<file path="src/rtl/pio_link_pkg.sv">
// rtl/pio_link_pkg.sv - shared types and constants for the PIO byte link
package pio_link_pkg;

  // Download handshake states
  typedef enum logic {
    IDLE    = 1'b0,
    PRESENT = 1'b1
  } dl_state_t;

  // Bit positions inside the outsignal PIO
  localparam int OUTSIG_TOGGLE = 0;
  localparam int OUTSIG_LAST   = 1;

endpackage

</file>
<file path="src/rtl/byte_fifo.sv">
// rtl/byte_fifo.sv - show-ahead FIFO with full/empty/count, push honoured on full when popping
module byte_fifo #(
  parameter int W     = 8,
  parameter int DEPTH = 16,
  parameter int AW    = $clog2(DEPTH)
) (
  input  logic          clk,
  input  logic          rst_n,
  input  logic          push,
  input  logic [W-1:0]  wr_data,
  input  logic          pop,
  output logic [W-1:0]  rd_data,
  output logic          full,
  output logic          empty,
  output logic [AW:0]   count
);

  logic [W-1:0]  mem_q [DEPTH];
  logic [AW-1:0] wr_ptr_q, wr_ptr_d;
  logic [AW-1:0] rd_ptr_q, rd_ptr_d;
  logic [AW:0]   count_q, count_d;
  logic          do_push, do_pop;

  // Flags, accepted operations and next pointer/count values
  always_comb begin
    empty    = (count_q == '0);
    full     = (count_q == (AW+1)'(DEPTH));
    do_pop   = pop & ~empty;
    do_push  = push & (~full | do_pop);
    wr_ptr_d = wr_ptr_q;
    rd_ptr_d = rd_ptr_q;
    count_d  = count_q;
    if (do_push) wr_ptr_d = wr_ptr_q + AW'(1);
    if (do_pop)  rd_ptr_d = rd_ptr_q + AW'(1);
    if (do_push && !do_pop) count_d = count_q + (AW+1)'(1);
    if (do_pop && !do_push) count_d = count_q - (AW+1)'(1);
    rd_data  = mem_q[rd_ptr_q];
    count    = count_q;
  end

  // Pointer and occupancy registers; reset empties the FIFO
  always_ff @(posedge clk or negedge rst_n) begin
    if (!rst_n) begin
      wr_ptr_q <= '0;
      rd_ptr_q <= '0;
      count_q  <= '0;
    end else begin
      wr_ptr_q <= wr_ptr_d;
      rd_ptr_q <= rd_ptr_d;
      count_q  <= count_d;
    end
  end

  // Storage array; contents are meaningless while empty so it is not reset
  always_ff @(posedge clk) begin
    if (do_push) mem_q[wr_ptr_q] <= wr_data;
  end

endmodule

</file>
<file path="src/rtl/pio_byte_link.sv">
// rtl/pio_byte_link.sv - fabric peer of the Nios PIO byte conduit; PIO_LINK_ERR_CNT_EN adds err_count
import pio_link_pkg::*;

module pio_byte_link #(
  parameter int DEPTH = 16,
  parameter int AW    = $clog2(DEPTH)
) (
  input  logic       clk_clk,
  input  logic       reset_reset_n,
  input  logic [7:0] curbyteout,
  input  logic [1:0] outsignal,
  input  logic       load,
  output logic       readytodownload,
  output logic       instrobe,
  output logic [7:0] curbytein,
  output logic [7:0] rx_data,
  output logic       rx_last,
  output logic       rx_valid,
  input  logic       rx_ready,
  input  logic [7:0] tx_data,
  input  logic       tx_valid,
  output logic       tx_ready,
  output logic       overflow
`ifdef PIO_LINK_ERR_CNT_EN
  ,
  output logic [7:0] err_count
`endif
);

  logic [1:0] osig_q, osig_d;
  logic [7:0] obyte_q, obyte_d;
  logic       tog_q, tog_d;
  logic       load_s_q, load_s_d;
  logic       load_q, load_d;
  logic       rdy_en_q, rdy_en_d;
  logic       rtd_q, rtd_d;
  logic       ovf_q, ovf_d;

  dl_state_t  state_q;
  logic       instrobe_q;
  logic [7:0] curbytein_q;

  logic       detect, drop, load_rise, dl_pop, dl_push;
  logic [8:0] up_head;
  logic       up_full, up_empty;
  logic [AW:0] up_count;
  logic [7:0] dl_head;
  logic       dl_full, dl_empty;
  logic [AW:0] dl_count;

  // Event decode: new upload toggle, dropped byte, load edge, download pop
  always_comb begin
    detect    = osig_q[OUTSIG_TOGGLE] ^ tog_q;
    drop      = detect & up_full & ~rx_ready;
    load_rise = load_s_q & ~load_q;
    dl_pop    = (state_q == IDLE) & load_rise & ~dl_empty;
    tx_ready  = rdy_en_q & (~dl_full | dl_pop);
    dl_push   = tx_valid & tx_ready;
  end

  // Next values for the input stages and status flags
  always_comb begin
    osig_d   = outsignal;
    obyte_d  = curbyteout;
    tog_d    = osig_q[OUTSIG_TOGGLE];
    load_s_d = load;
    load_d   = load_s_q;
    rdy_en_d = 1'b1;
    rtd_d    = (dl_count != '0);
    ovf_d    = ovf_q | drop;
  end

  // Input stages and status registers
  always_ff @(posedge clk_clk or negedge reset_reset_n) begin
    if (!reset_reset_n) begin
      osig_q   <= '0;
      obyte_q  <= '0;
      tog_q    <= 1'b0;
      load_s_q <= 1'b0;
      load_q   <= 1'b0;
      rdy_en_q <= 1'b0;
      rtd_q    <= 1'b0;
      ovf_q    <= 1'b0;
    end else begin
      osig_q   <= osig_d;
      obyte_q  <= obyte_d;
      tog_q    <= tog_d;
      load_s_q <= load_s_d;
      load_q   <= load_d;
      rdy_en_q <= rdy_en_d;
      rtd_q    <= rtd_d;
      ovf_q    <= ovf_d;
    end
  end

  // Four-phase download handshake with registered strobe and byte
  always_ff @(posedge clk_clk or negedge reset_reset_n) begin
    if (!reset_reset_n) begin
      state_q     <= IDLE;
      instrobe_q  <= 1'b0;
      curbytein_q <= '0;
    end else begin
      case (state_q)
        IDLE: begin
          if (dl_pop) begin
            curbytein_q <= dl_head;
            instrobe_q  <= 1'b1;
            state_q     <= PRESENT;
          end
        end
        PRESENT: begin
          if (!load_s_q) begin
            instrobe_q <= 1'b0;
            state_q    <= IDLE;
          end
        end
        default: state_q <= IDLE;
      endcase
    end
  end

  byte_fifo #(.W(9), .DEPTH(DEPTH), .AW(AW)) u_up_fifo (
    .clk     (clk_clk),
    .rst_n   (reset_reset_n),
    .push    (detect),
    .wr_data ({osig_q[OUTSIG_LAST], obyte_q}),
    .pop     (rx_valid & rx_ready),
    .rd_data (up_head),
    .full    (up_full),
    .empty   (up_empty),
    .count   (up_count)
  );

  byte_fifo #(.W(8), .DEPTH(DEPTH), .AW(AW)) u_dl_fifo (
    .clk     (clk_clk),
    .rst_n   (reset_reset_n),
    .push    (dl_push),
    .wr_data (tx_data),
    .pop     (dl_pop),
    .rd_data (dl_head),
    .full    (dl_full),
    .empty   (dl_empty),
    .count   (dl_count)
  );

  // Output mapping; the upload head reads as zero while the FIFO is empty
  always_comb begin
    rx_valid        = (up_count != '0);
    {rx_last, rx_data} = up_empty ? 9'h000 : up_head;
    readytodownload = rtd_q;
    instrobe        = instrobe_q;
    curbytein       = curbytein_q;
    overflow        = ovf_q;
  end

`ifdef PIO_LINK_ERR_CNT_EN
  logic [7:0] err_q, err_d;
  logic       ignored;
  logic [8:0] err_sum;

  // Saturating count of dropped uploads and load edges seen on an empty FIFO
  always_comb begin
    ignored   = (state_q == IDLE) & load_rise & dl_empty;
    err_sum   = {1'b0, err_q} + {8'h00, drop} + {8'h00, ignored};
    err_d     = err_sum[8] ? 8'hFF : err_sum[7:0];
    err_count = err_q;
  end

  // Error counter register
  always_ff @(posedge clk_clk or negedge reset_reset_n) begin
    if (!reset_reset_n) err_q <= '0;
    else                err_q <= err_d;
  end
`endif

endmodule

</file>
<file path="config.mk">
export PLATFORM = sky130hd
export DESIGN_NAME = pio_byte_link
export DESIGN_NICKNAME = d
export VERILOG_FILES = /design/src/rtl/pio_link_pkg.sv /design/src/rtl/byte_fifo.sv /design/src/rtl/pio_byte_link.sv
export SDC_FILE = /design/constraint.sdc
export NUM_CORES = 1
export LEC_CHECK = 0
export CORE_MARGIN = 4
export CORE_UTILIZATION = 27
export DETAILED_ROUTE_END_ITERATION = 12
export PLACE_DENSITY = 0.43
export SLEW_MARGIN = 20
export SYNTH_ARGS = -nofsm -noshare
export SYNTH_HDL_FRONTEND = slang
export SYNTH_SLANG_ARGS = --single-unit
</file>
<file path="constraint.sdc">
create_clock -name clk_clk -period 3.5 [get_ports clk_clk]
set_clock_uncertainty 0.2 [all_clocks]
set_input_delay 0.7 -clock clk_clk [delete_from_list [all_inputs] [get_ports clk_clk]]
set_output_delay 0.7 -clock clk_clk [all_outputs]
set_load 0.01 [all_outputs]
</file>
# == Word-level counts from Yosys, hierarchy flattened ==
# Memories as Yosys holds them, arrays and structs flattened. A register that Yosys moved wholly into a read port is not among the register bits.
# Cells that the tools add are included.
# word_totals
ramBits,272
out_inout_bits,22
regBits,44
input_bits,23
memories,2
# classes
mux,15
n_reduce_logical,17
addsub,8
bitwise_logic,24
n_eq_ne,4
# memory_table
name,words,width,read_ports,rd_ports_with_merged_regs,write_ports,line,rtl
u_up_fifo.mem_q,16,9,1,0,1,byte_fifo.sv:18,logic [W-1:0] mem_q [DEPTH];
u_dl_fifo.mem_q,16,8,1,1,1,byte_fifo.sv:18,
# ops
operator,n
two-way mux 5 bit,4
adder 4 x 1 -> 4 bit (second input constant),4
AND 1 bit,12
adder 5 x 1 -> 5 bit (second input constant),2
== test 5 bit (second input constant),2
zero test 5 bit,2
nonzero test 5 bit,2
subtractor 5 x 1 -> 5 bit (second input constant),2
two-way mux 9 bit,1
two-way mux 1 bit,8
NOT 1 bit,7
zero test 1 bit,5
logical AND 1 bit,4
bitwise OR 1 bit,4
case mux 1 bit (2 select lines),2
AND reduction 2 bit,2
nonzero test 2 bit,2
inequality test 2 x 1 -> 1 bit (second input constant),1
inequality test 2 bit (second input constant),1
bitwise XOR 1 bit,1

# == Logic depth before layout (Yosys ltp) ==
# depth
ltp_word,11
mapped_depth,9
ltp_nobuf,9

# == By module ==
# A second synthesis with hierarchy kept.
# unflattened
hier_cells,700
area_unflattened_um2,13102.6
# modules_own_cells
module,area_each_um2,seq_area_each_um2,cells_each,instances
byte_fifo (u_up_fifo),6332.3,4649.5,321,1
byte_fifo (u_dl_fifo),5823.1,4169.0,316,1
pio_byte_link,947.2,650.6,63,1

# == Least setup slack after synthesis ==
# Ideal clock, no wire load.
# synth_timing
path_kind,reg2reg
start,reg state_q
end,reg u_dl_fifo.count_q[4] (netlist: u_dl_fifo.count[4])
slack_ps,682
stages_incl_launch_ff,10
path_buffers,0
arrival_time_ps,2538
setup_time_ps,80
t_required_ps,3220
path_cell_list,dfrtp_1 or3b_1 a31oi_2 inv_1 ha_1 fa_1 a21o_1 a21oi_1 mux2i_1 xnor2_1
# synth_via
elab_chain_cells,10
elab_cells_between_ends,15
cone_classes,mux (1); bitwise (9); reduce/logical (5)
# synth_rtl
item,line,rtl
from (decl),pio_byte_link.sv:39,dl_state_t state_q;
from (signal assigned),pio_byte_link.sv:99,state_q <= IDLE;
from (signal assigned),pio_byte_link.sv:108,state_q <= PRESENT;
from (signal assigned),pio_byte_link.sv:114,state_q <= IDLE;
NOT 1 bit (no line) (*),--,
AND 1 bit (*) (2 in a row),pio_byte_link.sv:56,dl_pop = (state_q == IDLE) & load_rise & ~dl_empty;
bitwise OR 1 bit,pio_byte_link.sv:57,tx_ready = rdy_en_q & (~dl_full | dl_pop);
AND 1 bit,pio_byte_link.sv:57,
AND 1 bit,pio_byte_link.sv:58,dl_push = tx_valid & tx_ready;
AND 1 bit,byte_fifo.sv:29,do_push = push & (~full | do_pop);
zero test 1 bit,byte_fifo.sv:36,if (do_pop && !do_push) count_d = count_q - (AW+1)'(1);
logical AND 1 bit,byte_fifo.sv:36,
two-way mux 5 bit or nonzero test 2 bit (tied branches),--,
to (signal assigned),byte_fifo.sv:50,count_q <= count_d;
to (decl),byte_fifo.sv:21,"logic [AW:0] count_q, count_d;"
# Every way passes the cells marked *; elsewhere a longest branch is shown, timed or not.
# A chain may end at the register's enable or synchronous reset.

# == Worst setup path after layout ==
# layout_timing
start,reg u_up_fifo.rd_ptr_q[0]
end,out rx_data[4]
# layout_via
elab_chain_cells,2
# layout_rtl
item,line,rtl
from (decl),byte_fifo.sv:20,"logic [AW-1:0] rd_ptr_q, rd_ptr_d;"
from (signal assigned),byte_fifo.sv:49,rd_ptr_q <= rd_ptr_d;
memory read (16 x 9 bit),--,
two-way mux 9 bit,pio_byte_link.sv:149,"{rx_last, rx_data} = up_empty ? 9'h000 : up_head;"
to (decl),pio_byte_link.sv:16,"output logic [7:0] rx_data,"
# No other way between the ends.

==> out/qor.yml <==
sta:
  relSlewSlack_pct: 43.2
  setup_violations: 0
  worst_pin_slew_ns: 0.852
  fmax_mhz: 296
  timing.final.crit_share_pct: 96.5
  hold_violations: 0
  rsz0062_at_grt: "no"
  tns_ns: 0
  slew_violations: 0
  min_period_ns: 3.38
setup_path:
  crit_path_end_kind: "output pin"
  worstPathRequired_ns: 2.60
  arrival_ns: 2.48
  crit_type: "flop to output pin"
  start_kind: "flop"
  rr_worst_depth: 8
  crit_fanout: 14
pwr:
  power.leakage_nw: 5.45
  p_per_area_nw_per_um2: 818
  ir_drop_mv: 0.300
die:
  rows: 79
  ioPinCount: 45
  design.core.area_um2: 46900
  start_util_pct: 27.5
  die_area_um2: 51400
  die_y_um: 227
  fp.dieW_um: 227
clock_tree:
  htreeDepth: 2
  cts_max_path_buffers: 3
  insertion_delay_ns: 0.52
  clock_sinks: 324
  cts_tree: "built"
  root_buffer: "clkbuf_16"
  holdBufCountCts: 0
  cts.clk_slew.worst_paths_ns: 0.06
  numCtsBuffers: 36
synthesis:
  syn_inst: 654
  syn_avg_cell_area_um2: 19.7
  mappedNetlistArea_um2: 12900
  synth_top_flop_cell: "edfxtp_1"
  ys_seq_area_share_pct: 73.4
  synth_cell_types: 50
  ys_warn_count: 0
  async_flop_share_pct: 16.0
  synthesis.nets: 696
  yosys_register_bits: 324
  synth_edf_count: 272
detailed_routing:
  wl_per_cell_um: 20.6
  drt_first_pass_iters: 6
  vias_per_cell: 4.48
  antenna_left: 0
  routed_wl_um: 28500
  vias: 6205
  drc: 0
  dr.first_iter.drc_count: 398
placement:
  portBuffers: 44
  gp_congestion: 0.760
  place.detailed.hpwl_um: 18500
global_route:
  antenna_found_initial: 3
  grt_pass1_vias: 6798
  grt_pass1_wl_um: 42800
  grt-ovfl-total: 0
  grt_max_degree: 40
  grt_usage_pct: 11.1
worst_hold_path:
  min_path_type: "input port to async pin"
final_layout:
  antennaDiodeCount: 0
  fin_util_pct: 33.6
  area_growth_pct: 21.9
  final_net_count: 792
  drive_gt1_share_pct: 25.4
  final.fill_count: 4424
status:
  status: "complete, no violations"
flow_run:
  maxCapViolations: 0
==> registers in the layout, summed over array words and instances, names as in the netlist, 2 cells and up <==
name and flops:
u_up_fifo.mem_q 144, u_up_fifo.rd_ptr_q 4, curbytein 8, u_dl_fifo.wr_ptr_q 4
obyte_q 8, u_up_fifo.wr_ptr_q 4, u_up_fifo.count 5, u_dl_fifo.count 5
u_dl_fifo.mem_q 128, u_dl_fifo.rd_ptr_q 4, osig_q 2
==> synthesized netlist by cell type (2+ instances only) <==
master / number / share of area [%]
nand3_1: 3 / 0.12
fa_1: 2 / 0.31
nor2_1: 10 / 0.29
mux4_2: 68 / 12
nor2b_1: 10 / 0.48
buf_1: 4 / 0.12
mux2i_1: 28 / 2.2
mux2_4: 2 / 0.23
xnor2_1: 18 / 1.2
ha_1: 17 / 1.6
buf_2: 9 / 0.35
and3b_1: 3 / 0.20
a21o_1: 3 / 0.17
o21ai_0: 6 / 0.23
a22o_1: 8 / 0.54
o22ai_1: 9 / 0.44
nand2_1: 17 / 0.49
a211o_1: 8 / 0.54
buf_6: 3 / 0.26
dfrtp_1: 52 / 10
clkbuf_1: 12 / 0.35
mux2_2: 2 / 0.17
xor2_1: 2 / 0.14
a31oi_2: 2 / 0.19
and2_1: 24 / 1.2
inv_1: 24 / 0.70
nand4_1: 4 / 0.19
edfxtp_1: 272 / 63
a21oi_1: 11 / 0.43
==> critical path: stages (launching register included) <==
cell and delay (ns):
dfrtp_2 0.44, buf_12 0.18, buf_4 0.13, mux4_2 0.49, mux2i_2 0.21, o22ai_1 0.17, dlygate4sd2_1 0.32
==> power by group <==
group	switching [W]	internal, W
combinational	0.00172	0.00198
sequential	0.000503	0.00466
clock	0.00151	0.00249
total	0.00373	0.00913
==> cell usage in the layout (no fill, tap or decap), types with 6 or more instances in the layout <==
master           count
edfxtp_1           272
mux4_2              68
dfrtp_1             49
clkbuf_16           38
buf_4               36
clkdlybuf4s50_1     34
inv_1               24
and2_1              24
mux2i_1             19
xnor2_1             18
ha_1                17
nand2_1             16
a21oi_1             11
nor2_1              10
nor2b_1             10
o22ai_1              9
a211o_1              8
a22o_1               8
clkinv_2             7
o21ai_0              6
bufinv_16            6
==> worst paths after layout <==
path,start,endpoint,slack (ns)
hold / removal,reset_reset_n,curbytein[0]$_DFFE_PN0P_,0.1
hold reg to reg,osig_q[0]$_DFF_PN0_,tog_q$_DFF_PN0_,0.21
max in group asynchronous,reset_reset_n,u_dl_fifo.rd_ptr_q[0]$_DFFE_PN0P_,2.13
setup / recovery,u_up_fifo.rd_ptr_q[0]$_DFFE_PN0P_,rx_data[4],0.12
min in group clk_clk,osig_q[0]$_DFF_PN0_,tog_q$_DFF_PN0_,0.21
setup reg to reg,u_up_fifo.count[0]$_DFFE_PN0P_,u_up_fifo.count[4]$_DFFE_PN0P_,0.64
==> logic make-up (layout without fill, tap and decap cells) <==
kind of cell	count (synthesis)	count (layout)	share of synthesized area, %
xor gates and xnor gates	20	20	1.36
and+or+nand+nor	82	82	3.68
adders and majority gates	19	19	1.96
other	1	1	0.0291
muxes	100	100	14.4
buffers and inverters	52	175	1.77
AOI/OAI and AO/OA	56	56	3.36
DFF	324	324	73.4
==> area by class of cell <==
| class | instances | area [um2] | area share [%] |
|---|---|---|---|
| Clock inverter | 19 | 263 | 1.67 |
| Clock buffer | 46 | 1010 | 6.43 |
| Inverter | 24 | 90.1 | 0.573 |
| Tap cell | 607 | 759 | 4.83 |
| Multi-Input combinational cell | 278 | 3290 | 20.9 |
| Sequential cell | 324 | 9470 | 60.2 |
| Timing Repair Buffer | 86 | 841 | 5.34 |
==> layer usage <==
layer / track usage [%] / up-vias / wire (um)
met4: 3.32 / 2 / 707
met2: 19.5 / 128 / 14400
met3: 2.37 / 51 / 1210
met1: 14.0 / 3231 / 12100
li1: - / 2793 / -
met5: 0 / - / 13
==> timing repair <==
item	CTS	global route
buffers inserted	1	8
setup endpoints to repair	9	5
resized for setup	18	13
gates cloned	1	0
==> stage by stage <==
step / total power, W / std cells / cell area [um2] / worst slack, ns / hold WS [ns]
after floorplan: 0.00741 / 654 / 12900 / 0.682 / 0.173
after global placement: 0.00869 / 1309 / 14200 / 0.350 / 0.213
after detailed placement: 0.00878 / 1309 / 14200 / 0.279 / 0.201
after CTS: 0.0130 / 1376 / 15600 / -0.0202 / 0.127
after global routing: 0.0136 / 1384 / 15700 / 0.000164 / 0.149
final: 0.0129 / 1384 / 15700 / 0.123 / 0.0982
No activity file was read; power rests on OpenSTA's default activity.
